<file path="src/rtl/struct_rx_unpack_if.sv">
// Beat-in / word-out channel for the packed-struct receive endpoint.
// The slave modport is the unpacker itself; the master modport is the surrounding harness.
interface struct_rx_unpack_if #(
    parameter int BEATS = 4
);
    localparam int CNT_W = $clog2(BEATS) + 1;

    logic [7:0]         i_a;
    logic               i_a_valid;
    logic               o_a_ready;
    logic [4*BEATS-1:0] o_word;
    logic [2:0]         o_tag;
    logic [CNT_W-1:0]   o_nbeats;
    logic               o_err;
    logic               o_valid;
    logic               i_ready;

    modport master (
        output i_a, i_a_valid, i_ready,
        input  o_a_ready, o_word, o_tag, o_nbeats, o_err, o_valid
    );

    modport slave (
        input  i_a, i_a_valid, i_ready,
        output o_a_ready, o_word, o_tag, o_nbeats, o_err, o_valid
    );
endinterface

</file>
<file path="src/rtl/struct_rx_unpack.sv">
// Collects {last, tag, nibble} beats into one word of up to BEATS nibbles.
// The finished word is presented through a registered valid/ready output stage.
module struct_rx_unpack #(
    parameter int BEATS = 4
) (
    input  logic             i_clk,
    input  logic             i_rst,
    struct_rx_unpack_if.slave bus
);
    localparam int CNT_W = $clog2(BEATS) + 1;
    localparam int W     = 4 * BEATS;
    localparam logic [CNT_W-1:0] LAST_SLOT = CNT_W'(BEATS - 1);

    logic [W-1:0]     acc;
    logic [CNT_W-1:0] cnt;
    logic [2:0]       first_tag;
    logic             err_acc;

    logic [W-1:0]     word_q;
    logic [2:0]       tag_q;
    logic [CNT_W-1:0] nbeats_q;
    logic             err_q;
    logic             valid_q;

    logic             a_ready;
    logic             beat_fire;
    logic             out_fire;
    logic             complete;
    logic             mismatch;
    logic [2:0]       cur_tag;
    logic [2:0]       word_tag;
    logic [3:0]       cur_nib;
    logic [W-1:0]     merged;

    // Accepting a beat needs a free or freeing output slot, so a completing beat never stalls.
    assign a_ready   = !i_rst && (!valid_q || bus.i_ready);
    assign beat_fire = bus.i_a_valid && a_ready;
    assign out_fire  = valid_q && bus.i_ready;
    assign cur_tag   = bus.i_a[6:4];
    assign cur_nib   = bus.i_a[3:0];
    assign mismatch  = (cnt != '0) && (cur_tag != first_tag);
    assign word_tag  = (cnt == '0) ? cur_tag : first_tag;
    assign complete  = beat_fire && (bus.i_a[7] || (cnt == LAST_SLOT));

    always_comb begin
        merged = acc;
        for (int k = 0; k < BEATS; k++) begin
            if (CNT_W'(k) == cnt) begin
                merged[4*k +: 4] = cur_nib;
            end else if (CNT_W'(k) > cnt) begin
                merged[4*k +: 4] = 4'h0;
            end
        end
    end

    always_ff @(posedge i_clk) begin
        if (i_rst) begin
            acc       <= '0;
            cnt       <= '0;
            first_tag <= '0;
            err_acc   <= 1'b0;
        end else if (beat_fire) begin
            if (complete) begin
                acc     <= '0;
                cnt     <= '0;
                err_acc <= 1'b0;
            end else begin
                acc <= merged;
                cnt <= cnt + CNT_W'(1);
                if (cnt == '0) begin
                    first_tag <= cur_tag;
                    err_acc   <= 1'b0;
                end else begin
                    err_acc <= err_acc | mismatch;
                end
            end
        end
    end

    // A completion in the same cycle as an output transfer simply overwrites the old word.
    always_ff @(posedge i_clk) begin
        if (i_rst) begin
            word_q   <= '0;
            tag_q    <= '0;
            nbeats_q <= '0;
            err_q    <= 1'b0;
            valid_q  <= 1'b0;
        end else if (complete) begin
            word_q   <= merged;
            tag_q    <= word_tag;
            nbeats_q <= cnt + CNT_W'(1);
            err_q    <= err_acc | mismatch;
            valid_q  <= 1'b1;
        end else if (out_fire) begin
            valid_q  <= 1'b0;
        end
    end

    assign bus.o_a_ready = a_ready;
    assign bus.o_word    = word_q;
    assign bus.o_tag     = tag_q;
    assign bus.o_nbeats  = nbeats_q;
    assign bus.o_err     = err_q;
    assign bus.o_valid   = valid_q;
endmodule

</file>
<file path="src/flat_wrapper.sv">
// flat-port wrapper written by rule: the top's interface ports become plain ports
module struct_rx_unpack_flat 
#(
    parameter int BEATS = 4
)
  (i_clk, i_rst, bus_i_a, bus_i_a_valid, bus_i_ready, bus_o_a_ready, bus_o_word, bus_o_tag, bus_o_nbeats, bus_o_err, bus_o_valid);
  struct_rx_unpack_if #(.BEATS(BEATS)) bus_i ();
  input  logic i_clk;
  input  logic i_rst;
  input wire logic [$bits(bus_i.i_a)-1:0] bus_i_a;
  input wire logic [$bits(bus_i.i_a_valid)-1:0] bus_i_a_valid;
  input wire logic [$bits(bus_i.i_ready)-1:0] bus_i_ready;
  output wire logic [$bits(bus_i.o_a_ready)-1:0] bus_o_a_ready;
  output wire logic [$bits(bus_i.o_word)-1:0] bus_o_word;
  output wire logic [$bits(bus_i.o_tag)-1:0] bus_o_tag;
  output wire logic [$bits(bus_i.o_nbeats)-1:0] bus_o_nbeats;
  output wire logic [$bits(bus_i.o_err)-1:0] bus_o_err;
  output wire logic [$bits(bus_i.o_valid)-1:0] bus_o_valid;
  assign bus_i.i_a = bus_i_a;
  assign bus_i.i_a_valid = bus_i_a_valid;
  assign bus_i.i_ready = bus_i_ready;
  assign bus_o_a_ready = bus_i.o_a_ready;
  assign bus_o_word = bus_i.o_word;
  assign bus_o_tag = bus_i.o_tag;
  assign bus_o_nbeats = bus_i.o_nbeats;
  assign bus_o_err = bus_i.o_err;
  assign bus_o_valid = bus_i.o_valid;
  struct_rx_unpack #(.BEATS(BEATS)) u_core (.i_clk(i_clk), .i_rst(i_rst), .bus(bus_i));
endmodule
</file>
<file path="config.mk">
export PLATFORM = sky130hd
export DESIGN_NAME = struct_rx_unpack_flat
export DESIGN_NICKNAME = d
export VERILOG_FILES = /design/src/rtl/struct_rx_unpack_if.sv /design/src/rtl/struct_rx_unpack.sv /design/src/flat_wrapper.sv
export SDC_FILE = /design/constraint.sdc
export NUM_CORES = 1
export LEC_CHECK = 0
export ABC_AREA = 1
export CORE_AREA = 2 2 81 83
export DETAILED_ROUTE_END_ITERATION = 8
export DIE_AREA = 0 0 83 85
export GPL_TIMING_DRIVEN = 0
export HOLD_SLACK_MARGIN = 0.15
export SLEW_MARGIN = 40
export SYNTH_ARGS = -nofsm -noshare
export SYNTH_HDL_FRONTEND = slang
export SYNTH_SLANG_ARGS = --single-unit
</file>
<file path="constraint.sdc">
create_clock -name i_clk -period 3.45 [get_ports i_clk]
set_input_delay 0.8625 -clock i_clk [delete_from_list [all_inputs] [get_ports i_clk]]
set_output_delay 0.8625 -clock i_clk [all_outputs]
set_load 0.01 [all_outputs]
</file>
==> results.cfg, run 1 <==
[sta]
rsz0062_at_grt = no
slew_viol_final = 0
fmaxAchievable_mhz = 332
slew_headroom_pct = 66.0
fin_skew_ns = 0.00893
fin_crit_sh_pct = 87.3
min_period_ns = 3.01
finalSetupViolations = 0
hold_viol_final = 0
worst_pin_slew_ns = 0.509
setup_tns_ns = 0

[clock_tree]
clkSinkCount = 47
path_clk_slew_ns = 0.09
clockBufferDepth = 2
cts_buffers = 5
htree_num_levels = 2
cts_root_buffer = clkbuf_8
cts_hold_buf = 0
clk_latency_ns = 0.31
postCtsSetupRepairBufs = 0
cts_tree = yes

[finish]
drive_gt1_share_pct = 8.95
diodes = 0
num-nets-final = 339
area_growth_pct = 26.9
final_cell_area_um2 = 2660

[grt]
use_met3_pct = 3.70
grt_pass1_vias = 1770
grt_pass1_wl_um = 8590
track_usage_pct = 15.2
antenna_found_initial = 0
use_met1_pct = 20.8
use_met2_pct = 23.0
grt-ovfl-total = 0
top_usage_layer = met2
grt_max_degree = 15

[power]
pwr-share-comb_pct = 12.4
p_leak_nw = 1.07
vdd.ir_drop.worst_mv = 0.170
internal_power_mw = 0.835
pwr-share-clk_pct = 36.4
power_switching_share_pct = 25.1
p_total_mw = 1.11
p_per_area_nw_per_um2 = 419
p_seq_share_pct = 51.2
power.switching_mw = 0.279

[synth]
yosysWarnings = 0
synth_cells = 282
ys_seq_elements = 47
yosysUniqueCellTypes = 25
netlist.area_leader.share_pct = 44.9
yosysSeqAreaShare_pct = 44.9
synthTopCellsByArea = dfxtp_1 (45%), nand2_1 (10%), o21ai_0 (9.6%), nor2_1 (8.1%), a21oi_1 (5.5%)
synth.avg_cell_area_um2 = 7.43
syn_nets = 297
syn-cell-area_um2 = 2090
yosysTopAreaCell = dfxtp_1

[worst_setup_path]
cpMaxStageDelayCell = clkdlybuf4s50_1
startpoint_type = input pin
path_class = in2out
path_cells = dlymetal6s2s_1, buf_2, a21oi_1, clkdlybuf4s50_1
crit_arrival_ns = 2.15
critPathRequiredTime_ns = 2.59
slowest_delay_ns = 0.48
critPathMaxFanout = 12
cp-end-kind = output pin

[drt]
wl_per_cell_um = 12.5
remaining_drc_errors = 0
vias = 1880
first_iter_violations = 96
wl_um = 5020
firstDrtPassIters = 4
ant_nets = 0
avgViaCountPerCell = 4.69

[place]
io_buffers = 36
routabilityCongestion = 0.815
place_area_um2 = 2550
dp_hpwl_um = 3510

[floorplan]
core_um2 = 6200
rows = 29
dieArea_um2 = 7060
die_width_um = 83
die_h_um = 85
ioPinCount = 37
start_util_pct = 33.8

[run_status]
status = finished clean

[job]
drv_cap = 0

[worst_hold_path]
hold_class = reg2reg
cells by family (layout without fill, tap and decap cells):
kind of cell,count (synthesis),after routing,share of synthesized area [%]
flops,47,47,44.9
compound gates,73,73,18.2
buf+inv,36,78,8.78
simple gates,121,121,25.5
xor+xnor,2,2,0.836
fa+ha+maj,3,3,1.79
cell type report:
class / count / area, um^2
Timing Repair Buffer: 36 / 363
Inverter: 21 / 81.3
Sequential cell: 47 / 941
Multi-Input combinational cell: 199 / 970
Clock buffer: 5 / 68.8
Fill cell: 637 / 3550
Tap cell: 77 / 96.3
Buffer: 14 / 100
Clock inverter: 2 / 37.5
metrics by stage:
step                std cells  worst slack (ns)  hold WS (ns)  utilization [%]
floorplan                 282              1.06         0.441                -
global placement          395            -0.231         0.451             41.1
detailed placement        395            -0.232         0.456             41.1
CTS                       401            0.0484         0.471             42.8
global route              401             0.372         0.489             42.8
finish                    401             0.439         0.470             42.8
path summary, 6_finish.rpt:
check                     start                   to  slack [ns]  cells past startpoint
setup reg to reg  u_core.cnt[0]  u_core.first_tag[0]        1.84                      6
hold reg to reg   u_core.acc[8]        u_core.acc[8]        0.47                      2
setup / recovery          i_rst        bus_o_a_ready        0.44                      4
hold / removal    u_core.acc[8]        u_core.acc[8]        0.47                      2
metal layers:
| layer | vias up | share of wire, % |
|---|---|---|
| met2 | 48 | 43 |
| met4 | 0 | 2.1 |
| met5 | - | 0 |
| li1 | 996 | - |
| met1 | 828 | 49 |
| met3 | 8 | 5.7 |
power groups by stage:
stage / registers (mW) / clock network (mW) / logic (mW)
floorplan: 0.589 / 0 / 0.0693
global placement: 0.583 / 0 / 0.140
detailed placement: 0.583 / 0 / 0.139
CTS: 0.571 / 0.414 / 0.140
global route: 0.573 / 0.442 / 0.154
finish: 0.571 / 0.405 / 0.138
worst max-delay path, delay by kind of cell:
family | cells | cell delay (ns)
AOI/OAI and AO/OA | 1 | 0.07
buffers and inverters | 3 | 1.21
synth_stat cells (all sizes together):
library cell,n
nand2,61
nor2,49
dfxtp,47
o21ai,44
a21oi,23
inv,21
buf,11
nand3,10
a211oi,6
clkbuf,4
ha,3
and3,1
xnor2,1
xor2,1
sequential cells by signal (all words and copies together), names as in the netlist:
register / count
u_core.bus.o_word: 16
u_core.bus.o_tag: 3
u_core.bus.o_valid: 1
u_core.acc: 16
u_core.bus.o_err: 1
u_core.bus.o_nbeats: 3
u_core.err_acc: 1
u_core.first_tag: 3
u_core.cnt: 3
layout by cell type, fill, tap and decap left out, types with 4 or more instances in the layout:
master           instances
nand2_1                 58
a211oi_1                 6
dfxtp_1                 47
clkbuf_8                 5
clkdlybuf4s50_1         35
o21ai_0                 40
buf_6                    5
o21ai_1                  4
buf_2                    5
nor2_1                  45
a21oi_1                 23
inv_1                   19
nand3_1                  9
repair_timing:
action / 4_1_cts / 5_1_grt
gates resized for setup: 1 / 1
pin swaps: 0 / 0
cloned: 0 / 0
setup endpoints to repair: 1 / 1
Power figures use the tool's default switching activity.
==> run 2: changes to the inputs <==
--- a/config.mk
+++ b/config.mk
@@ -6,11 +6,13 @@
 export NUM_CORES = 1
 export LEC_CHECK = 0
 export ABC_AREA = 1
-export CORE_AREA = 2 2 81 83
+export CORE_AREA = 2 2 65 67
 export DETAILED_ROUTE_END_ITERATION = 8
-export DIE_AREA = 0 0 83 85
+export DIE_AREA = 0 0 67 69
 export GPL_TIMING_DRIVEN = 0
 export HOLD_SLACK_MARGIN = 0.15
+export PLACE_DENSITY = 0.81
+export RECOVER_POWER = 50
 export SLEW_MARGIN = 40
 export SYNTH_ARGS = -nofsm -noshare
 export SYNTH_HDL_FRONTEND = slang
==> run 2 against run 1 <==
  * Global-route usage increased by 6.0 points
  * Critical path depth unchanged
  * Clock skew decreased by 0.00067 ns
  * Final cell count decreased by 6.5%
  * Worst setup slack improved by 0.0077 ns
  * Sequential power about the same
  * Die area decreased by 34%
  * Maximum frequency increased by 0.26%
  * Via count increased by 2.6%
  * Register-to-register slack got worse by 0.65 ns
  * Clock power decreased by 14%
  * Power decreased by 6.4%
  * Critical endpoint unchanged
  * Largest cell class is now registers
==> results.cfg, run 2 (synthesized netlist as in run 1, its figures left out) <==
[drt]
wl_per_cell_um = 12.6
vias = 1928
dr_wl_met2_um = 2150
wl_um = 4740
avgViaCountPerCell = 5.14
wl_met3_um = 339
remaining_drc_errors = 0
drt-met1-wl_um = 2220
ant_nets = 0
top_layer_used = met4
first_iter_violations = 174
firstDrtPassIters = 4

[worst_setup_path]
startpoint_type = input pin
cp-end-kind = output pin
reg2reg_from = u_core.cnt[1]
reg2regPathDepth = 7
path_class = in2out
reg2reg_slack_ns = 1.19
critPathMaxFanout = 12
worstReg2RegEnd = u_core.bus.o_word[12]
critPathRequiredTime_ns = 2.59
crit_arrival_ns = 2.14

[sta]
rsz0062_at_grt = no
min_period_ns = 3.00
slew_headroom_pct = 46.9
worst_pin_slew_ns = 0.794
fin_crit_sh_pct = 87.0
fmaxAchievable_mhz = 333
fin_skew_ns = 0.00826
hold_viol_final = 0
finalSetupViolations = 0
slew_viol_final = 0
setup_ws_ns = 0.447

[power]
p_leak_nw = 1.06
vdd.ir_drop.worst_mv = 0.387
p_per_area_nw_per_um2 = 413

[clock_tree]
clkSinkCount = 47
path_clk_slew_ns = 0.09
clockBufferDepth = 2
htree_num_levels = 2
clk_latency_ns = 0.30
cts_buffers = 5
cts_root_buffer = clkbuf_8
cts_tree = yes

[run_status]
status = finished clean

[place]
routabilityCongestion = 0.872
dp_hpwl_um = 3360
dp.cells = 368
place_ws_ns = -0.178
io_buffers = 36

[floorplan]
rows = 23
die_width_um = 67
die_h_um = 69
start_util_pct = 53.5
ioPinCount = 37
dieArea_um2 = 4620
core_um2 = 3910

[grt]
grt_pass1_wl_um = 7570
grt_pass1_vias = 1604
track_usage_pct = 21.2
grt_max_degree = 15
antenna_found_initial = 0
grt-ovfl-total = 0

[finish]
drive_gt1_share_pct = 6.15
final_cell_mix = nand2_1 (58), nor2_1 (47), dfxtp_1 (47)
num-nets-final = 339
stdcell_count = 375
ff_latch_area_um2 = 941
final_common_cell = nand2_1
post-route-util_pct = 64.6
multi_input_area_um2 = 933
diodes = 0
fill_cells = 355
area_growth_pct = 20.7

[worst_hold_path]
hold_class = reg2reg
holdPathEnd = u_core.acc[6]
min_path_cells = 2
hp-start = u_core.acc[6]

[job]
drv_cap = 0
-- run 2: layout make-up --
class                   instances  area share (%)
flip-flops and latches         47            37.2
multi-input cells             199            36.9
repair buffers                 36            14.0
clock buffers                   7            3.41
inverters                      21            3.22
well taps                      50            2.47
plain buffers                  14            2.42
clock inverters                 1           0.346
-- run 2: critical path, cell delays in order --
cell and delay, ns:
clkbuf_1 0.41, buf_2 0.33, a21oi_1 0.06, clkdlybuf4s50_1 0.48
-- run 2: worst max path at each step --
| stage | start | end | slack, ns | cells past startpoint |
|---|---|---|---|---|
| floorplan | i_rst | bus_o_a_ready | 1.06 | 3 |
| global placement | i_rst | bus_o_a_ready | -0.17 | 5 |
| detailed placement | i_rst | bus_o_a_ready | -0.18 | 5 |
| CTS | i_rst | bus_o_a_ready | 0.1 | 4 |
| global route | i_rst | bus_o_a_ready | 0.32 | 4 |
| finish | i_rst | bus_o_a_ready | 0.45 | 4 |
-- run 2: repair_timing --
| item | CTS | global route |
|---|---|---|
| endpoints found under the hold margin | 0 | 0 |
| resized for setup | 1 | 1 |
| endpoints found under the setup margin | 1 | 1 |
| hold buffers | 0 | 0 |
| buffers inserted | 0 | 0 |
-- run 2: per-stage QoR --
stage          cell area [um^2]  total power, mW  TNS [ns]  hold WS, ns
6_report                   2530             1.04         0        0.467
5_1_grt                    2530             1.09         0        0.483
4_1_cts                    2610             1.06         0        0.469
3_5_place_dp               2520            0.720    -0.178        0.456
3_3_place_gp               2520            0.720    -0.169        0.448
2_1_floorplan              2090            0.658         0        0.441
-- run 2: power by group --
| group | switching (mW) | total (mW) | leakage, nW | internal [mW] |
|---|---|---|---|---|
| sequential | 0.00992 | 0.570 | 0.382 | 0.560 |
| combinational | 0.0715 | 0.125 | 0.634 | 0.0537 |
| clock | 0.184 | 0.348 | 0.0484 | 0.164 |
| total | 0.265 | 1.04 | 1.06 | 0.778 |
-- run 2: layer usage --
metal / global-route usage [%] / vias to the layer above
met5: 0 / -
met4: 5.22 / 0
met1: 30.7 / 872
li1: - / 997
met3: 5.87 / 3
met2: 30.9 / 56
